[src/rtl/key_pkg.sv]
// Shared types and 100 kHz timing defaults for the panel key conditioning stage.
package key_pkg;

  typedef enum logic [1:0] {
    IDLE         = 2'd0,
    PRESS_WAIT   = 2'd1,
    HELD         = 2'd2,
    RELEASE_WAIT = 2'd3
  } key_state_e;

  localparam int DEB_20MS        = 2000;
  localparam int REP_DELAY_500MS = 50000;
  localparam int REP_RATE_100MS  = 10000;

  // Bits needed for a counter that runs 0 .. max_val-1 (never narrower than 1).
  function automatic int cnt_width(input int max_val);
    if (max_val <= 2) begin
      return 1;
    end else begin
      return $clog2(max_val);
    end
  endfunction

endpackage

[src/rtl/key_debounce_ch.sv]
// One key channel: two-flop synchroniser, debounce FSM and long-press auto-repeat.
module key_debounce_ch import key_pkg::*; #(
  parameter int DEB_CYCLES   = DEB_20MS,
  parameter int REPEAT_DELAY = REP_DELAY_500MS,
  parameter int REPEAT_RATE  = REP_RATE_100MS
) (
  input  logic clk100khz,
  input  logic rst,
  input  logic key_n,
  output logic key_level,
  output logic key_press,
  output logic key_release
);

  localparam int                DEB_W      = cnt_width(DEB_CYCLES);
  localparam logic [DEB_W-1:0]  DEB_LAST   = DEB_W'(DEB_CYCLES - 1);
  localparam bit                REP_EN     = (REPEAT_DELAY > 0);
  localparam int                REP_MAX    = (REPEAT_DELAY > REPEAT_RATE) ? REPEAT_DELAY : REPEAT_RATE;
  localparam int                REP_W      = cnt_width(REP_MAX);
  localparam logic [REP_W-1:0]  DELAY_LAST = REP_W'(REP_EN ? REPEAT_DELAY - 1 : 0);
  localparam logic [REP_W-1:0]  RATE_LAST  = REP_W'(REPEAT_RATE - 1);

  logic             sync1_r;
  logic             sync_n_r;
  key_state_e       state_r, state_s;
  logic [DEB_W-1:0] deb_cnt_r, deb_cnt_s;
  logic [REP_W-1:0] rep_cnt_r, rep_cnt_s;
  logic             rep_phase_r, rep_phase_s;
  logic             level_r, level_s;
  logic             press_r, press_s;
  logic             release_r, release_s;
  logic [REP_W-1:0] rep_target_s;
  logic             rep_hit_s;
  logic [REP_W-1:0] rep_adv_cnt_s;
  logic             rep_adv_phase_s;

  // Two-flop synchroniser; resets to the released level.
  always_ff @(posedge clk100khz or negedge rst) begin
    if (!rst) begin
      sync1_r  <= 1'b1;
      sync_n_r <= 1'b1;
    end else begin
      sync1_r  <= key_n;
      sync_n_r <= sync1_r;
    end
  end

  // Auto-repeat step: phase 0 waits for the initial delay, phase 1 for the rate.
  always_comb begin
    rep_target_s    = rep_phase_r ? RATE_LAST : DELAY_LAST;
    rep_hit_s       = 1'b0;
    rep_adv_cnt_s   = rep_cnt_r;
    rep_adv_phase_s = rep_phase_r;
    if (REP_EN) begin
      if (rep_cnt_r == rep_target_s) begin
        rep_hit_s       = 1'b1;
        rep_adv_cnt_s   = '0;
        rep_adv_phase_s = 1'b1;
      end else begin
        rep_adv_cnt_s   = rep_cnt_r + 1'b1;
      end
    end else begin
      rep_adv_cnt_s = rep_cnt_r;
    end
  end

  // Next-state and next-output logic for the debounce FSM.
  always_comb begin
    state_s     = state_r;
    deb_cnt_s   = deb_cnt_r;
    rep_cnt_s   = rep_cnt_r;
    rep_phase_s = rep_phase_r;
    level_s     = level_r;
    press_s     = 1'b0;
    release_s   = 1'b0;
    case (state_r)
      IDLE: begin
        level_s = 1'b0;
        if (!sync_n_r) begin
          state_s   = PRESS_WAIT;
          deb_cnt_s = '0;
        end else begin
          state_s   = IDLE;
        end
      end
      PRESS_WAIT: begin
        if (sync_n_r) begin
          state_s = IDLE;
        end else if (deb_cnt_r == DEB_LAST) begin
          state_s     = HELD;
          level_s     = 1'b1;
          press_s     = 1'b1;
          rep_cnt_s   = '0;
          rep_phase_s = 1'b0;
        end else begin
          deb_cnt_s = deb_cnt_r + 1'b1;
        end
      end
      HELD: begin
        if (sync_n_r) begin
          state_s   = RELEASE_WAIT;
          deb_cnt_s = '0;
        end else begin
          rep_cnt_s   = rep_adv_cnt_s;
          rep_phase_s = rep_adv_phase_s;
          press_s     = rep_hit_s;
        end
      end
      RELEASE_WAIT: begin
        // A low sample here ends the release bounce and counts as a held cycle.
        if (!sync_n_r) begin
          state_s     = HELD;
          rep_cnt_s   = rep_adv_cnt_s;
          rep_phase_s = rep_adv_phase_s;
          press_s     = rep_hit_s;
        end else if (deb_cnt_r == DEB_LAST) begin
          state_s   = IDLE;
          level_s   = 1'b0;
          release_s = 1'b1;
        end else begin
          deb_cnt_s = deb_cnt_r + 1'b1;
        end
      end
      default: begin
        state_s = IDLE;
        level_s = 1'b0;
      end
    endcase
  end

  // FSM, counter and output registers.
  always_ff @(posedge clk100khz or negedge rst) begin
    if (!rst) begin
      state_r     <= IDLE;
      deb_cnt_r   <= '0;
      rep_cnt_r   <= '0;
      rep_phase_r <= 1'b0;
      level_r     <= 1'b0;
      press_r     <= 1'b0;
      release_r   <= 1'b0;
    end else begin
      state_r     <= state_s;
      deb_cnt_r   <= deb_cnt_s;
      rep_cnt_r   <= rep_cnt_s;
      rep_phase_r <= rep_phase_s;
      level_r     <= level_s;
      press_r     <= press_s;
      release_r   <= release_s;
    end
  end

  assign key_level   = level_r;
  assign key_press   = press_r;
  assign key_release = release_r;

endmodule

[src/rtl/key_debounce_chk.sv]
// Protocol checker for the key outputs: pulses are exclusive and agree with the level.
module key_debounce_chk #(
  parameter int N_KEYS = 3
) (
  input logic              clk100khz,
  input logic              rst,
  input logic [N_KEYS-1:0] key_level,
  input logic [N_KEYS-1:0] key_press,
  input logic [N_KEYS-1:0] key_release
);

  a_pulse_excl: assert property (@(posedge clk100khz) disable iff (!rst)
    (key_press & key_release) == '0);

  a_press_level: assert property (@(posedge clk100khz) disable iff (!rst)
    (key_press & ~key_level) == '0);

  a_release_level: assert property (@(posedge clk100khz) disable iff (!rst)
    (key_release & key_level) == '0);

endmodule

[src/rtl/key_debounce.sv]
// Panel key front end: N_KEYS independent synchronise/debounce/auto-repeat channels.
module key_debounce import key_pkg::*; #(
  parameter int N_KEYS       = 3,
  parameter int DEB_CYCLES   = DEB_20MS,
  parameter int REPEAT_DELAY = REP_DELAY_500MS,
  parameter int REPEAT_RATE  = REP_RATE_100MS
) (
  input  logic              clk100khz,
  input  logic              rst,
  input  logic [N_KEYS-1:0] key_n,
  output logic [N_KEYS-1:0] key_level,
  output logic [N_KEYS-1:0] key_press,
  output logic [N_KEYS-1:0] key_release
);

  for (genvar gi = 0; gi < N_KEYS; gi++) begin : g_ch
    key_debounce_ch #(
      .DEB_CYCLES   (DEB_CYCLES),
      .REPEAT_DELAY (REPEAT_DELAY),
      .REPEAT_RATE  (REPEAT_RATE)
    ) u_ch (
      .clk100khz   (clk100khz),
      .rst         (rst),
      .key_n       (key_n[gi]),
      .key_level   (key_level[gi]),
      .key_press   (key_press[gi]),
      .key_release (key_release[gi])
    );
  end

  key_debounce_chk #(
    .N_KEYS (N_KEYS)
  ) u_chk (
    .clk100khz   (clk100khz),
    .rst         (rst),
    .key_level   (key_level),
    .key_press   (key_press),
    .key_release (key_release)
  );

endmodule

[config.mk]
export PLATFORM = sky130hd
export DESIGN_NAME = key_debounce
export DESIGN_NICKNAME = d
export VERILOG_FILES = /design/src/rtl/key_pkg.sv /design/src/rtl/key_debounce_ch.sv /design/src/rtl/key_debounce_chk.sv /design/src/rtl/key_debounce.sv
export SDC_FILE = /design/constraint.sdc
export NUM_CORES = 1
export LEC_CHECK = 0
export CORE_UTILIZATION = 35
export CTS_CLUSTER_SIZE = 16
export DETAILED_ROUTE_END_ITERATION = 8
export HOLD_SLACK_MARGIN = 0.02
export SYNTH_ARGS = -nofsm -noshare
export SYNTH_HDL_FRONTEND = slang
export SYNTH_SLANG_ARGS = --single-unit
[constraint.sdc]
create_clock -name clk100khz -period 1.8 [get_ports clk100khz]
set_input_delay 0.45 -clock clk100khz [delete_from_list [all_inputs] [get_ports clk100khz]]
set_output_delay 0.45 -clock clk100khz [all_outputs]
set_load 0.01 [all_outputs]
==> flow_metrics.tcl <==
set metrics [dict create \
    cts_made_buffers 9 \
    synth-seq-area-share_pct 46.34 \
    ys_ff_latch 105 \
    antenna_cells 0 \
    crit_fanout 3 \
    power_leakage_nw 3.171 \
    pwr-share-seq_pct 50.9 \
    yosysWarnings 0 \
    ant_nets 0 \
    crit_type "reg2reg" \
    drive_above_1_share_pct 26.15 \
    die-width_um 129.5 \
    period_share_pct 106.1 \
    yosysUniqueCellTypes 58 \
    layout_setup_ws_ns -0.1093 \
    status "finished, violations left" \
    insertion_delay_ns 0.36 \
    crit_required_ns 2.05 \
    dp.cells 886 \
    final.setup.tns_ns -0.4678 \
    vias 4906 \
    grt_overflow_total 0 \
    cts_buffer_depth 2 \
    io_buffers 13 \
    grtUsageTotal_pct 16.47 \
    synth_async_sr_flop_share_pct 100.0 \
    first_global_vias 4706 \
    failed_checks "setup timing" \
    relSlewSlack_pct 66.74 \
    rsz0062_at_grt "true" \
    tightest_slew_ns 0.4974 \
    cp.arrival_ns 2.16 \
    period_needed_ns 1.909 \
    reg2reg_depth 5 \
    synth_edf_count 0 \
    totalWireLength_um 13330 \
    clkSlewWorstSetupHoldPaths_ns 0.07 \
    drc 0 \
    die-height_um 129.5 \
    root_buffer "clkbuf_16" \
    hp-class "in2async" \
    num_rows 46 \
    finalClockSkew_ns 0.01129 \
    synth_cells 607 \
    start_util_pct 35.80 \
    drtIter0Drc 269 \
    clock_power_share_pct 41.6 \
    fill_cells 1536 \
    ioPinCount 14 \
    tritoncts "done" \
    nets 702 \
    htreeDepth 3 \
    post_synth.cell_area_avg_um2 9.369 \
    power.switching_w 0.001157 \
    drt_pass1_iterations 4 \
    layout_commonest_cell "dfrtp_1" \
    gp_congestion 0.8819 \
    synth_nets 618 \
    core-area_um2 15890 \
    grt_max_degree 35 \
    syn_to_final_growth_pct 28.93 \
    vias_per_cell 5.379 \
    slew_violations 0 \
    die_area_um2 16760 \
    crit_path_end_kind "flip-flop" \
    dp_hpwl_um 8950 \
    syn_area_um2 5687 \
    pwr-share-comb_pct 7.4 \
    max_freq_ghz 0.5237 \
    cts-hold-fix-buffers 0 \
    setup_viol 13 \
    p_int_w 0.003722 \
    antenna_found_initial 0 \
    mostFrequentLayoutCells "dfrtp_1 (95), buf_4 (85), nand2_1 (55), nor2_1 (54), o21ai_0 (39)" \
    grt_pass1_wl_um 22110 \
    crit_path_start_kind "flip-flop" \
    synthFlopType "dfrtp_1" \
    clock_sinks 105 \
    ir_drop_mv 0.4596 \
    finalHoldViolations 0 \
    power_density_nw_per_um2 665.4 \
    wl_per_cell_um 14.61 \
    maxCapViolCount 0 \
    instances_no_fill 912 \
    power_switching_share_pct 23.71 \
]
-- kinds of logic after synthesis --
family,synth area share [%]
AO/OA/AOI/OAI,15.34
buffers and inverters,4.158
flip-flops,46.34
multiplexers,2.750
adder cells (fa/ha/maj),1.320
XOR/XNOR,4.929
AND/OR/NAND/NOR,25.17
-- per-layer routing --
| layer | part of all wire [%] | up-vias | GRT usage (%) |
|---|---|---|---|
| met1 | 46 | 2428 | 21.00 |
| met5 | 0 | - | 0 |
| met3 | 2.6 | 17 | 3.262 |
| li1 | - | 2383 | - |
| met2 | 50 | 78 | 27.93 |
| met4 | 1.7 | 0 | 5.609 |
-- Yosys cell counts (3+ instances only) --
| cell | instances | area, um2 |
|---|---|---|
| mux2_2 | 5 | 56.30 |
| a22o_1 | 17 | 148.9 |
| nand3_1 | 27 | 135.1 |
| or2_2 | 5 | 31.28 |
| o41a_1 | 3 | 33.78 |
| nor3b_1 | 3 | 22.52 |
| mux2i_1 | 10 | 100.1 |
| clkbuf_1 | 18 | 67.56 |
| o21a_1 | 5 | 37.54 |
| o31ai_1 | 9 | 67.56 |
| nand2b_1 | 6 | 37.54 |
| xor2_1 | 7 | 61.31 |
| o21ai_0 | 42 | 210.2 |
| or3_1 | 6 | 37.54 |
| and4b_1 | 4 | 40.04 |
| a21o_1 | 6 | 45.04 |
| nor2b_1 | 4 | 25.02 |
| buf_4 | 9 | 67.56 |
| nor2_1 | 55 | 206.5 |
| o41ai_1 | 4 | 35.03 |
| a22oi_1 | 4 | 30.03 |
| and2_1 | 8 | 50.05 |
| dfstp_2 | 6 | 157.7 |
| ha_1 | 6 | 75.07 |
| a21oi_1 | 20 | 100.1 |
| nor4_1 | 10 | 62.56 |
| buf_2 | 8 | 40.04 |
| and3_1 | 14 | 87.58 |
| nand2_1 | 56 | 210.2 |
| inv_1 | 14 | 52.55 |
| xnor2_1 | 25 | 219.0 |
| nor3_1 | 25 | 125.1 |
| nor4b_1 | 9 | 78.83 |
| a31oi_1 | 7 | 43.79 |
| nand4_1 | 17 | 106.4 |
| and4_1 | 8 | 70.07 |
| dfrtp_1 | 99 | 2477 |
-- flip-flops by register name, summed over array words and instances, names as in the netlist, named ones only --
name / cells
g_ch.u_ch.sync_n_r: 3
g_ch.u_ch.sync1_r: 3
g_ch.u_ch.state_r: 3
g_ch.u_ch.rep_cnt_r: 48
g_ch.u_ch.key_release: 3
g_ch.u_ch.deb_cnt_r: 33
g_ch.u_ch.key_level: 3
g_ch.u_ch.rep_phase_r: 3
g_ch.u_ch.key_press: 3
-- worst paths after layout --
check	slack [ns]	endpoint	start
min	0.04	g_ch[2].u_ch.rep_cnt_r[3]	rst
max reg2reg	-0.11	g_ch[1].u_ch.rep_cnt_r[4]	g_ch[1].u_ch.rep_cnt_r[12]
min in group clk100khz	0.36	g_ch[1].u_ch.sync_n_r	g_ch[1].u_ch.sync1_r
max	-0.11	g_ch[1].u_ch.rep_cnt_r[4]	g_ch[1].u_ch.rep_cnt_r[12]
min reg2reg	0.36	g_ch[1].u_ch.sync_n_r	g_ch[1].u_ch.sync1_r
max in group asynchronous	1.13	g_ch[2].u_ch.rep_phase_r	rst
-- stage by stage --
stage / power [W] / hold slack, ns / utilization (%) / instance area, um2 / setup WS (ns)
floorplan: 0.002685 / 0.1544 / - / 5687 / -0.05759
global placement: 0.002870 / 0.3464 / 41.57 / 6604 / -0.02796
detailed placement: 0.002887 / 0.3476 / 41.57 / 6604 / -0.07858
CTS: 0.004951 / 0.03412 / 43.93 / 6978 / -0.05710
global route: 0.005099 / 0.04030 / 46.16 / 7332 / -0.1578
finish: 0.004879 / 0.03879 / 46.16 / 7332 / -0.1093
-- what timing repair did --
| action | 4_1_cts | 5_1_grt |
|---|---|---|
| gates cloned | 0 | 2 |
| setup endpoints to repair | 37 | 53 |
| setup buffers | 1 | 7 |
| gates resized for setup | 12 | 60 |
| pin swaps | 3 | 18 |
-- worst max-delay path: stages (launching register included) --
cell,delay [ns]
dfrtp_1,0.40
nor4_2,0.29
nand4_1,0.15
or4_4,0.58
a22o_1,0.20
a22o_1,0.17
-- power groups by stage --
stage	registers, W	logic [W]	clock network [W]
floorplan	0.00253	0.000158	0
global placement	0.00252	0.000346	0
detailed placement	0.00253	0.000359	0
CTS	0.00248	0.000361	0.00211
global route	0.00250	0.000408	0.00219
finish	0.00249	0.000362	0.00203
-- layout make-up --
type	count	area, um2	area share, %
Multi-Input combinational cell	452	3137	42.78
Inverter	14	52.55	0.7167
Sequential cell	105	2640	36.01
Clock inverter	5	61.31	0.8362
Timing Repair Buffer	109	928.4	12.66
Tap cell	216	270.3	3.686
Clock buffer	11	242.7	3.311
(Power assumes the default switching activity.)
